===== config.mk =====
export PLATFORM = sky130hd
export DESIGN_NAME = spi_slave
export DESIGN_NICKNAME = d
export VERILOG_FILES = /design/src/rtl/spi_pkg.sv /design/src/rtl/spi_slave_sync.sv /design/src/rtl/spi_slave.sv
export SDC_FILE = /design/constraint.sdc
export NUM_CORES = 1
export LEC_CHECK = 0
export ABC_AREA = 1
export BUFFER_PORTS_ARGS = -buffer_cell sky130_fd_sc_hd__buf_2
export CAP_MARGIN = 10
export CORE_ASPECT_RATIO = 1.75
export CORE_MARGIN = 2
export CORE_UTILIZATION = 51
export DETAILED_ROUTE_END_ITERATION = 6
export GPL_ROUTABILITY_DRIVEN = 0
export PLACE_DENSITY = 0.8
export SYNTH_ARGS = -nofsm -noshare
export SYNTH_HDL_FRONTEND = slang
export SYNTH_HIERARCHICAL = 1
export SYNTH_SLANG_ARGS = --single-unit

===== constraint.sdc =====
create_clock -name clk -period 1.3 [get_ports clk]
set_input_delay 0.195 -clock clk [delete_from_list [all_inputs] [get_ports clk]]
set_output_delay 0.195 -clock clk [all_outputs]
set_load 0.01 [all_outputs]

===== src/rtl/spi_pkg.sv =====
// rtl/spi_pkg.sv - shared FSM encoding and SPI mode constants for spi_slave.
package spi_pkg;

    typedef enum logic [1:0] {
        ST_IDLE = 2'd0,
        ST_LOAD = 2'd1,
        ST_XFER = 2'd2
    } spi_state_e;

    typedef struct packed {
        logic cpol;
        logic cpha;
    } spi_mode_t;

    localparam spi_mode_t SPI_MODE0 = '{cpol: 1'b0, cpha: 1'b0};
    localparam spi_mode_t SPI_MODE1 = '{cpol: 1'b0, cpha: 1'b1};
    localparam spi_mode_t SPI_MODE2 = '{cpol: 1'b1, cpha: 1'b0};
    localparam spi_mode_t SPI_MODE3 = '{cpol: 1'b1, cpha: 1'b1};

endpackage


===== src/rtl/spi_slave_sync.sv =====
// rtl/spi_slave_sync.sv - input sampler and edge detector for one SPI pin.
// Define SPI_SLAVE_SYNC_EN to insert a 2-flop synchronizer ahead of the sampler.
module spi_slave_sync #(
    parameter logic RESET_VAL = 1'b0
) (
    input  logic clk,
    input  logic rst,
    input  logic din,
    output logic dout,
    output logic rise,
    output logic fall
);

    logic stage_in;

`ifdef SPI_SLAVE_SYNC_EN
    logic [1:0] meta_q;
    logic [1:0] meta_d;

    always_comb meta_d = {meta_q[0], din};

    always_ff @(posedge clk) begin
        if (rst) meta_q <= {2{RESET_VAL}};
        else     meta_q <= meta_d;
    end

    assign stage_in = meta_q[1];
`else
    assign stage_in = din;
`endif

    logic samp_q, samp_d;
    logic prev_q, prev_d;

    always_comb begin
        samp_d = stage_in;
        prev_d = samp_q;
    end

    always_ff @(posedge clk) begin
        if (rst) begin
            samp_q <= RESET_VAL;
            prev_q <= RESET_VAL;
        end else begin
            samp_q <= samp_d;
            prev_q <= prev_d;
        end
    end

    assign dout = samp_q;
    assign rise = samp_q & ~prev_q;
    assign fall = ~samp_q & prev_q;

endmodule


===== src/rtl/spi_slave.sv =====
// rtl/spi_slave.sv - SPI slave with one-word TX holding buffer, any CPOL/CPHA mode.
// Define SPI_SLAVE_SYNC_EN when sclk/csn/mosi are asynchronous to clk.
module spi_slave
    import spi_pkg::*;
#(
    parameter int DATA_WIDTH = 8,
    parameter int CPOL       = 0,
    parameter int CPHA       = 0
) (
    input  logic                  clk,
    input  logic                  rst,
    input  logic [DATA_WIDTH-1:0] data_send,
    input  logic                  send_valid,
    output logic                  send_ready,
    input  logic                  sclk,
    input  logic                  csn,
    input  logic                  mosi,
    output logic                  miso,
    output logic [DATA_WIDTH-1:0] data_recv,
    output logic                  recv_valid
);

    localparam spi_mode_t MODE = '{cpol: (CPOL != 0), cpha: (CPHA != 0)};
    localparam int CW = $clog2(DATA_WIDTH) + 1;
    localparam logic [CW-1:0] LAST_BIT = CW'(DATA_WIDTH - 1);
    // Cycles after reset before sampled csn reflects the pin rather than its reset value.
`ifdef SPI_SLAVE_SYNC_EN
    localparam logic [2:0] SETTLE = 3'd4;
`else
    localparam logic [2:0] SETTLE = 3'd2;
`endif

    logic sclk_s, sclk_rise, sclk_fall;
    logic csn_s, csn_rise, csn_fall;
    logic mosi_s, mosi_rise_unused, mosi_fall_unused;

    spi_slave_sync #(.RESET_VAL(MODE.cpol)) u_sync_sclk (
        .clk(clk), .rst(rst), .din(sclk), .dout(sclk_s), .rise(sclk_rise), .fall(sclk_fall)
    );
    spi_slave_sync #(.RESET_VAL(1'b1)) u_sync_csn (
        .clk(clk), .rst(rst), .din(csn), .dout(csn_s), .rise(csn_rise), .fall(csn_fall)
    );
    spi_slave_sync #(.RESET_VAL(1'b0)) u_sync_mosi (
        .clk(clk), .rst(rst), .din(mosi), .dout(mosi_s),
        .rise(mosi_rise_unused), .fall(mosi_fall_unused)
    );

    spi_state_e            state_q, state_d;
    logic [DATA_WIDTH-1:0] shift_q, shift_d;
    logic [DATA_WIDTH-1:0] rx_q, rx_d;
    logic [DATA_WIDTH-1:0] hold_q, hold_d;
    logic                  hold_full_q, hold_full_d;
    logic [DATA_WIDTH-1:0] data_recv_q, data_recv_d;
    logic                  recv_valid_q, recv_valid_d;
    logic [CW-1:0]         cnt_q, cnt_d;
    logic [2:0]            settle_q, settle_d;
    logic                  lead_edge, trail_edge, sample_edge, shift_edge;

    always_comb begin
        lead_edge   = MODE.cpol ? sclk_fall : sclk_rise;
        trail_edge  = MODE.cpol ? sclk_rise : sclk_fall;
        sample_edge = MODE.cpha ? trail_edge : lead_edge;
        shift_edge  = MODE.cpha ? lead_edge : trail_edge;
    end

    always_comb begin
        state_d      = state_q;
        shift_d      = shift_q;
        rx_d         = rx_q;
        hold_d       = hold_q;
        hold_full_d  = hold_full_q;
        data_recv_d  = data_recv_q;
        recv_valid_d = 1'b0;
        cnt_d        = cnt_q;
        settle_d     = (settle_q < SETTLE) ? settle_q + 3'd1 : settle_q;

        case (state_q)
            ST_IDLE: begin
                cnt_d = '0;
                rx_d  = '0;
                if (csn_fall && settle_q == SETTLE) state_d = ST_LOAD;
            end
            ST_LOAD: begin
                shift_d     = hold_full_q ? hold_q : '0;
                hold_full_d = 1'b0;
                state_d     = ST_XFER;
            end
            ST_XFER: begin
                if (!csn_s && sample_edge) begin
                    rx_d = (rx_q << 1) | DATA_WIDTH'(mosi_s);
                    if (cnt_q == LAST_BIT) begin
                        cnt_d        = '0;
                        data_recv_d  = rx_d;
                        recv_valid_d = 1'b1;
                        if (MODE.cpha) state_d = ST_LOAD;
                    end else begin
                        cnt_d = cnt_q + 1'b1;
                    end
                end
                // cnt_q == 0 marks a word boundary: CPHA=1 skips its first shift,
                // CPHA=0 reloads instead of shifting after the last bit.
                if (!csn_s && shift_edge) begin
                    if (MODE.cpha) begin
                        if (cnt_q != '0) shift_d = shift_q << 1;
                    end else if (cnt_q == '0) begin
                        state_d = ST_LOAD;
                    end else begin
                        shift_d = shift_q << 1;
                    end
                end
            end
            default: state_d = ST_IDLE;
        endcase

        if (state_q != ST_IDLE && csn_rise) state_d = ST_IDLE;

        if (send_valid && !hold_full_q) begin
            hold_d      = data_send;
            hold_full_d = 1'b1;
        end
    end

    always_ff @(posedge clk) begin
        if (rst) begin
            state_q      <= ST_IDLE;
            shift_q      <= '0;
            rx_q         <= '0;
            hold_q       <= '0;
            hold_full_q  <= 1'b0;
            data_recv_q  <= '0;
            recv_valid_q <= 1'b0;
            cnt_q        <= '0;
            settle_q     <= '0;
        end else begin
            state_q      <= state_d;
            shift_q      <= shift_d;
            rx_q         <= rx_d;
            hold_q       <= hold_d;
            hold_full_q  <= hold_full_d;
            data_recv_q  <= data_recv_d;
            recv_valid_q <= recv_valid_d;
            cnt_q        <= cnt_d;
            settle_q     <= settle_d;
        end
    end

    assign send_ready = ~hold_full_q;
    assign miso       = (state_q != ST_IDLE) ? shift_q[DATA_WIDTH-1] : 1'b0;
    assign data_recv  = data_recv_q;
    assign recv_valid = recv_valid_q;

endmodule


==> results_dict.tcl, run 1 <==
set metrics [dict create \
    status "finished clean" \
    p_int_mw 2.16 \
    cts_hold_buf 0 \
    synthCells 274 \
    relSlewSlack 0.783 \
    cts_tree "built" \
    die-area_um2 4470 \
    syn_nets 292 \
    yosys_warnings 6 \
    hold-worst-slack_ps 64.9 \
    h-tree-depth 2 \
    grt.total_usage 0.197 \
    max-vdd-ir-drop_uv 868 \
    maxCapViolations 0 \
    dieHeight_um 87.0 \
    dp_hpwl_mm 2.97 \
    max_freq_mhz 789 \
    clock-root-buffer "clkbuf_8" \
    grt_use_met2 0.380 \
    drive_above_1_share 0.233 \
    portBuffers 24 \
    ant_nets 0 \
    ctsLongestPathBuffers 2 \
    max_slew.worst_pin.slew_ps 325 \
    first_iter_violations 48 \
    crit_arrival_ps 1470 \
    dr.pass1.iters 4 \
    dieWidth_um 51.4 \
    syn_area_um2 2010 \
    grt-ovfl-total 0 \
    pin_count 25 \
    start_util 0.524 \
    nNetsFinal 327 \
    numCtsBuffers 5 \
    grt_pass1_wl_mm 6.78 \
    crit_required_ps 1500 \
    fin_area_um2 2390 \
    syn_to_final_growth_pct 19.2 \
    diodes 0 \
    finalCoreUtilization 0.624 \
    grt_max_degree 19 \
    grt_use_met3 0.0412 \
    slew_violations 0 \
    syn-mean-instance-area_um2 7.32 \
    antenna_found_initial 0 \
    holdPathStages 3 \
    clock_sinks 47 \
    p_clk_frac 0.305 \
    cp-end-kind "flop" \
    vias 1824 \
    finalHoldViolations 0 \
    min_path_type "in2reg" \
    seq_power_share 0.537 \
    startpoint_type "flop" \
    viasPerCell 5.11 \
    cellPowerDensity_nw_per_um2 1250 \
    finalCritPeriodShare 0.975 \
    routedWlPerCell_um 11.7 \
    grtUsageMet1 0.196 \
    routed_wl_mm 4.17 \
    leakage_nw 1.16 \
    core_um2 3830 \
    r2r_cells 8 \
    grt-busiest-layer "met2" \
    p_sw_frac 0.276 \
    drcViolationCount 0 \
    skew_ps 3.88 \
    row_count 30 \
    crit_fanout 8 \
    period_needed_ps 1270 \
    power_switching_mw 0.824 \
    setup_violations 0 \
    clk_latency_ps 300 \
    comb_power_share 0.158 \
    dpl-instance-area_um2 2240 \
    grt_pass1_vias 1647 \
    clkSlewWorstSetupHoldPaths_ps 80 \
    crit_type "reg2reg" \
]
[registers in the layout, indices dropped and copies added (netlist names)]
| signal | cells |
|---|---|
| u_sync_csn/dout | 1 |
| settle_q | 3 |
| data_recv | 8 |
| shift_q | 8 |
| u_sync_sclk/prev_q | 1 |
| state_q | 2 |
| hold_full_q | 1 |
| hold_q | 8 |
| recv_valid | 1 |
| u_sync_csn/prev_q | 1 |
| rx_q | 7 |
| u_sync_sclk/dout | 1 |
| cnt_q | 4 |
| u_sync_mosi/dout | 1 |
[power by group through the flow]
stage / clock network [mW] / registers (mW) / logic, mW
floorplan: 0 / 1.62 / 0.347
global placement: 0 / 1.64 / 0.452
detailed placement: 0 / 1.64 / 0.469
CTS: 0.932 / 1.61 / 0.472
global route: 0.982 / 1.62 / 0.538
finish: 0.911 / 1.61 / 0.471
[critical path, cell delays in order (launching register included)]
cell,delay [ps]
dfxtp_4,380
ha_4,140
nand2_2,80
nor2_4,150
inv_2,60
nor2_4,110
inv_2,90
nand3_1,90
nand2_1,60
[area by class of cell]
| type | count | area [µm²] |
|---|---|---|
| fill | 349 | 1440 |
| multi-input combinational | 183 | 922 |
| timing repair buffer | 37 | 230 |
| tap | 48 | 60.1 |
| clock inverter | 1 | 8.76 |
| inverter | 35 | 138 |
| clock buffer | 6 | 82.6 |
| sequential | 47 | 948 |
[repair_timing]
item                                    4_1_cts  5_1_grt
pin swaps                                     0        4
gates resized for setup                       2       20
setup buffers                                 0        1
endpoints found under the setup margin       11       28
[path summary, 6_finish.rpt]
kind,from,endpoint,slack (ps)
min,csn,u_sync_csn/dout$_SDFF_PP1_,60
max reg2reg,cnt_q[0]$_SDFFE_PP0P_,data_recv[6]$_SDFFE_PP0P_,30
max,cnt_q[0]$_SDFFE_PP0P_,data_recv[6]$_SDFFE_PP0P_,30
min reg2reg,u_sync_mosi/dout$_SDFF_PP0_,data_recv[0]$_SDFFE_PP0P_,450
[layout by cell type, fill, tap and decap left out, types with 2 or more instances in the layout]
| master | instances |
|---|---|
| inv_1 | 28 |
| nor2_4 | 5 |
| buf_4 | 12 |
| nand3_1 | 31 |
| buf_2 | 24 |
| o21ai_0 | 18 |
| nand2_4 | 2 |
| dfxtp_2 | 3 |
| nand2_1 | 48 |
| clkbuf_8 | 6 |
| inv_2 | 4 |
| nand3b_1 | 2 |
| nand2_2 | 5 |
| nor2_2 | 4 |
| a21oi_1 | 18 |
| ha_1 | 3 |
| dfxtp_1 | 43 |
| nor2_1 | 42 |
[routing by layer]
| layer | up-vias | wire (µm) |
|---|---|---|
| met5 | - | 0 |
| met3 | 6 | 126 |
| li1 | 929 | - |
| met2 | 37 | 2360 |
| met1 | 852 | 1610 |
| met4 | 0 | 67 |
[stage by stage]
stage               setup WS [ps]  total power, mW  std cells  setup TNS [ps]
CTS                          18.1             3.01        356               0
floorplan                    52.0             1.97        274               0
detailed placement          -53.6             2.11        349            -222
finish                       32.3             2.99        357               0
global placement             27.8             2.09        349               0
global route                -40.1             3.14        357            -259
Power figures use the tool's default switching activity.
==> run 2: changes to the inputs <==
CORE_UTILIZATION = 55   (was 51)
PLACE_DENSITY = 0.82   (was 0.8)
clock period = 1.4 ns   (was 1.3 ns; I/O delays follow)
==> results_dict.tcl, run 2 (same netlist as run 1, synthesis figures left out) <==
set metrics [dict create \
    status "finished clean" \
    startpoint_type "flop" \
    h-tree-depth 2 \
    viasPerCell 5.14 \
    regArea_um2 946 \
    crit_required_ps 1600 \
    vias 1841 \
    crit_type "reg2reg" \
    hold-worst-slack_ps 74.8 \
    cellPowerDensity_nw_per_um2 1220 \
    core_um2 3560 \
    max-vdd-ir-drop_uv 1100 \
    finalCoreUtilization 0.671 \
    grt-ovfl-total 0 \
    drcViolationCount 0 \
    crit_arrival_ps 1520 \
    cp-end-kind "flop" \
    dr.pass1.iters 4 \
    clk_latency_ps 300 \
    multi_input_area_um2 906 \
    first_iter_violations 45 \
    r2r-start "cnt_q[0]$_SDFFE_PP0P_" \
    routedWlPerCell_um 12.0 \
    crit_fanout 8 \
    clkSlewWorstSetupHoldPaths_ps 90 \
    drive_above_1_share 0.215 \
    max_slew.worst_pin.slew_ps 330 \
    cp_slowest_cell "dfxtp_4" \
    setup_violations 0 \
    routed_wl_mm 4.30 \
    leakage_nw 1.17 \
    min_path_type "in2reg" \
    grt.total_usage 0.213 \
    maxCapViolations 0 \
    nNetsFinal 329 \
    final_common_cell "nand2_1" \
    crit_chain "ha_2, nand2_2, nor2_4, inv_2, nor2_4, inv_2, nor2_1, nor2_1" \
    critPathMaxStageDelay_ps 370 \
    critical_path.top_delay_family "simple AND/OR/NAND/NOR gates" \
    crit_buf_inv 2 \
    grt_pass1_vias 1672 \
    period_needed_ps 1310 \
    grt_max_degree 19 \
    finalCritPeriodShare 0.939 \
    numCtsBuffers 5 \
    die-area_um2 4160 \
    cts_tree "built" \
    relSlewSlack 0.779 \
    crit_path_start "cnt_q[0]$_SDFFE_PP0P_" \
    dieHeight_um 83.9 \
    syn_to_final_growth_pct 18.9 \
    slew_violations 0 \
    dp_hpwl_mm 3.01 \
    cts_hold_buf 0 \
    portBuffers 24 \
    max_freq_mhz 761 \
    clock_sinks 47 \
    row_count 29 \
    min_from "csn" \
    antenna_found_initial 0 \
    final_cell_mix "50 x nand2_1, 45 x nor2_1, 45 x dfxtp_1, 31 x nand3_1, 29 x inv_1" \
    skew_ps 6.28 \
    start_util 0.564 \
    pin_count 25 \
    grt_pass1_wl_mm 6.89 \
    dieWidth_um 49.7 \
    clock-root-buffer "clkbuf_8" \
    finalHoldViolations 0 \
    ctsLongestPathBuffers 2 \
    diodes 0 \
    fill_cells 319 \
    ant_nets 0 \
]
## run 2: cell type report
cell class,count,share of cell area
Clock inverter,3,0.0184
Multi-Input combinational cell,184,0.380
Inverter,35,0.0577
Tap cell,46,0.0241
Clock buffer,5,0.0289
Sequential cell,47,0.397
Timing Repair Buffer,38,0.0944
## run 2: through the flow
step                total power [mW]  std cells  setup WS (ps)  TNS (ps)  cell area (µm²)
CTS                             2.93        353           12.5         0             2320
detailed placement              1.95        345           7.60         0             2210
floorplan                       1.83        274            152         0             2010
finish                          2.90        358           85.1         0             2380
global placement                1.93        345           82.5         0             2210
global route                    3.06        358          -45.8     -58.3             2380
## run 2: final timing paths
path	endpoint	slack [ps]	cells after the start
setup / recovery	data_recv[7]$_SDFFE_PP0P_	90	8
hold / removal	u_sync_csn/dout$_SDFF_PP1_	70	3
setup reg to reg	data_recv[7]$_SDFFE_PP0P_	90	8
hold reg to reg	hold_q[2]$_SDFFE_PP0P_	460	2
## run 2: what timing repair did
action                     4_1_cts  5_1_grt
setup endpoints to repair        2       21
setup buffers                    0        4
resized for setup                1       12
pin swaps                        0        3
cloned                           0        1
## run 2: layer usage
layer / track usage / part of all wire
met1: 0.213 / 0.40
met2: 0.393 / 0.54
met3: 0.0556 / 0.029
met4: 0.0960 / 0.026
met5: 0 / 0
## run 2: worst min-delay path, cell delays in order
cell and delay (ps):
buf_2 70, inv_1 30, nand2_1 40
## run 2: report_power, final
part / internal [mW] / switching, mW / total (mW) / leakage [nW]
clock: 0.531 / 0.451 / 0.982 / 0.0581
combinational: 0.174 / 0.255 / 0.429 / 0.723
sequential: 1.43 / 0.0641 / 1.49 / 0.384
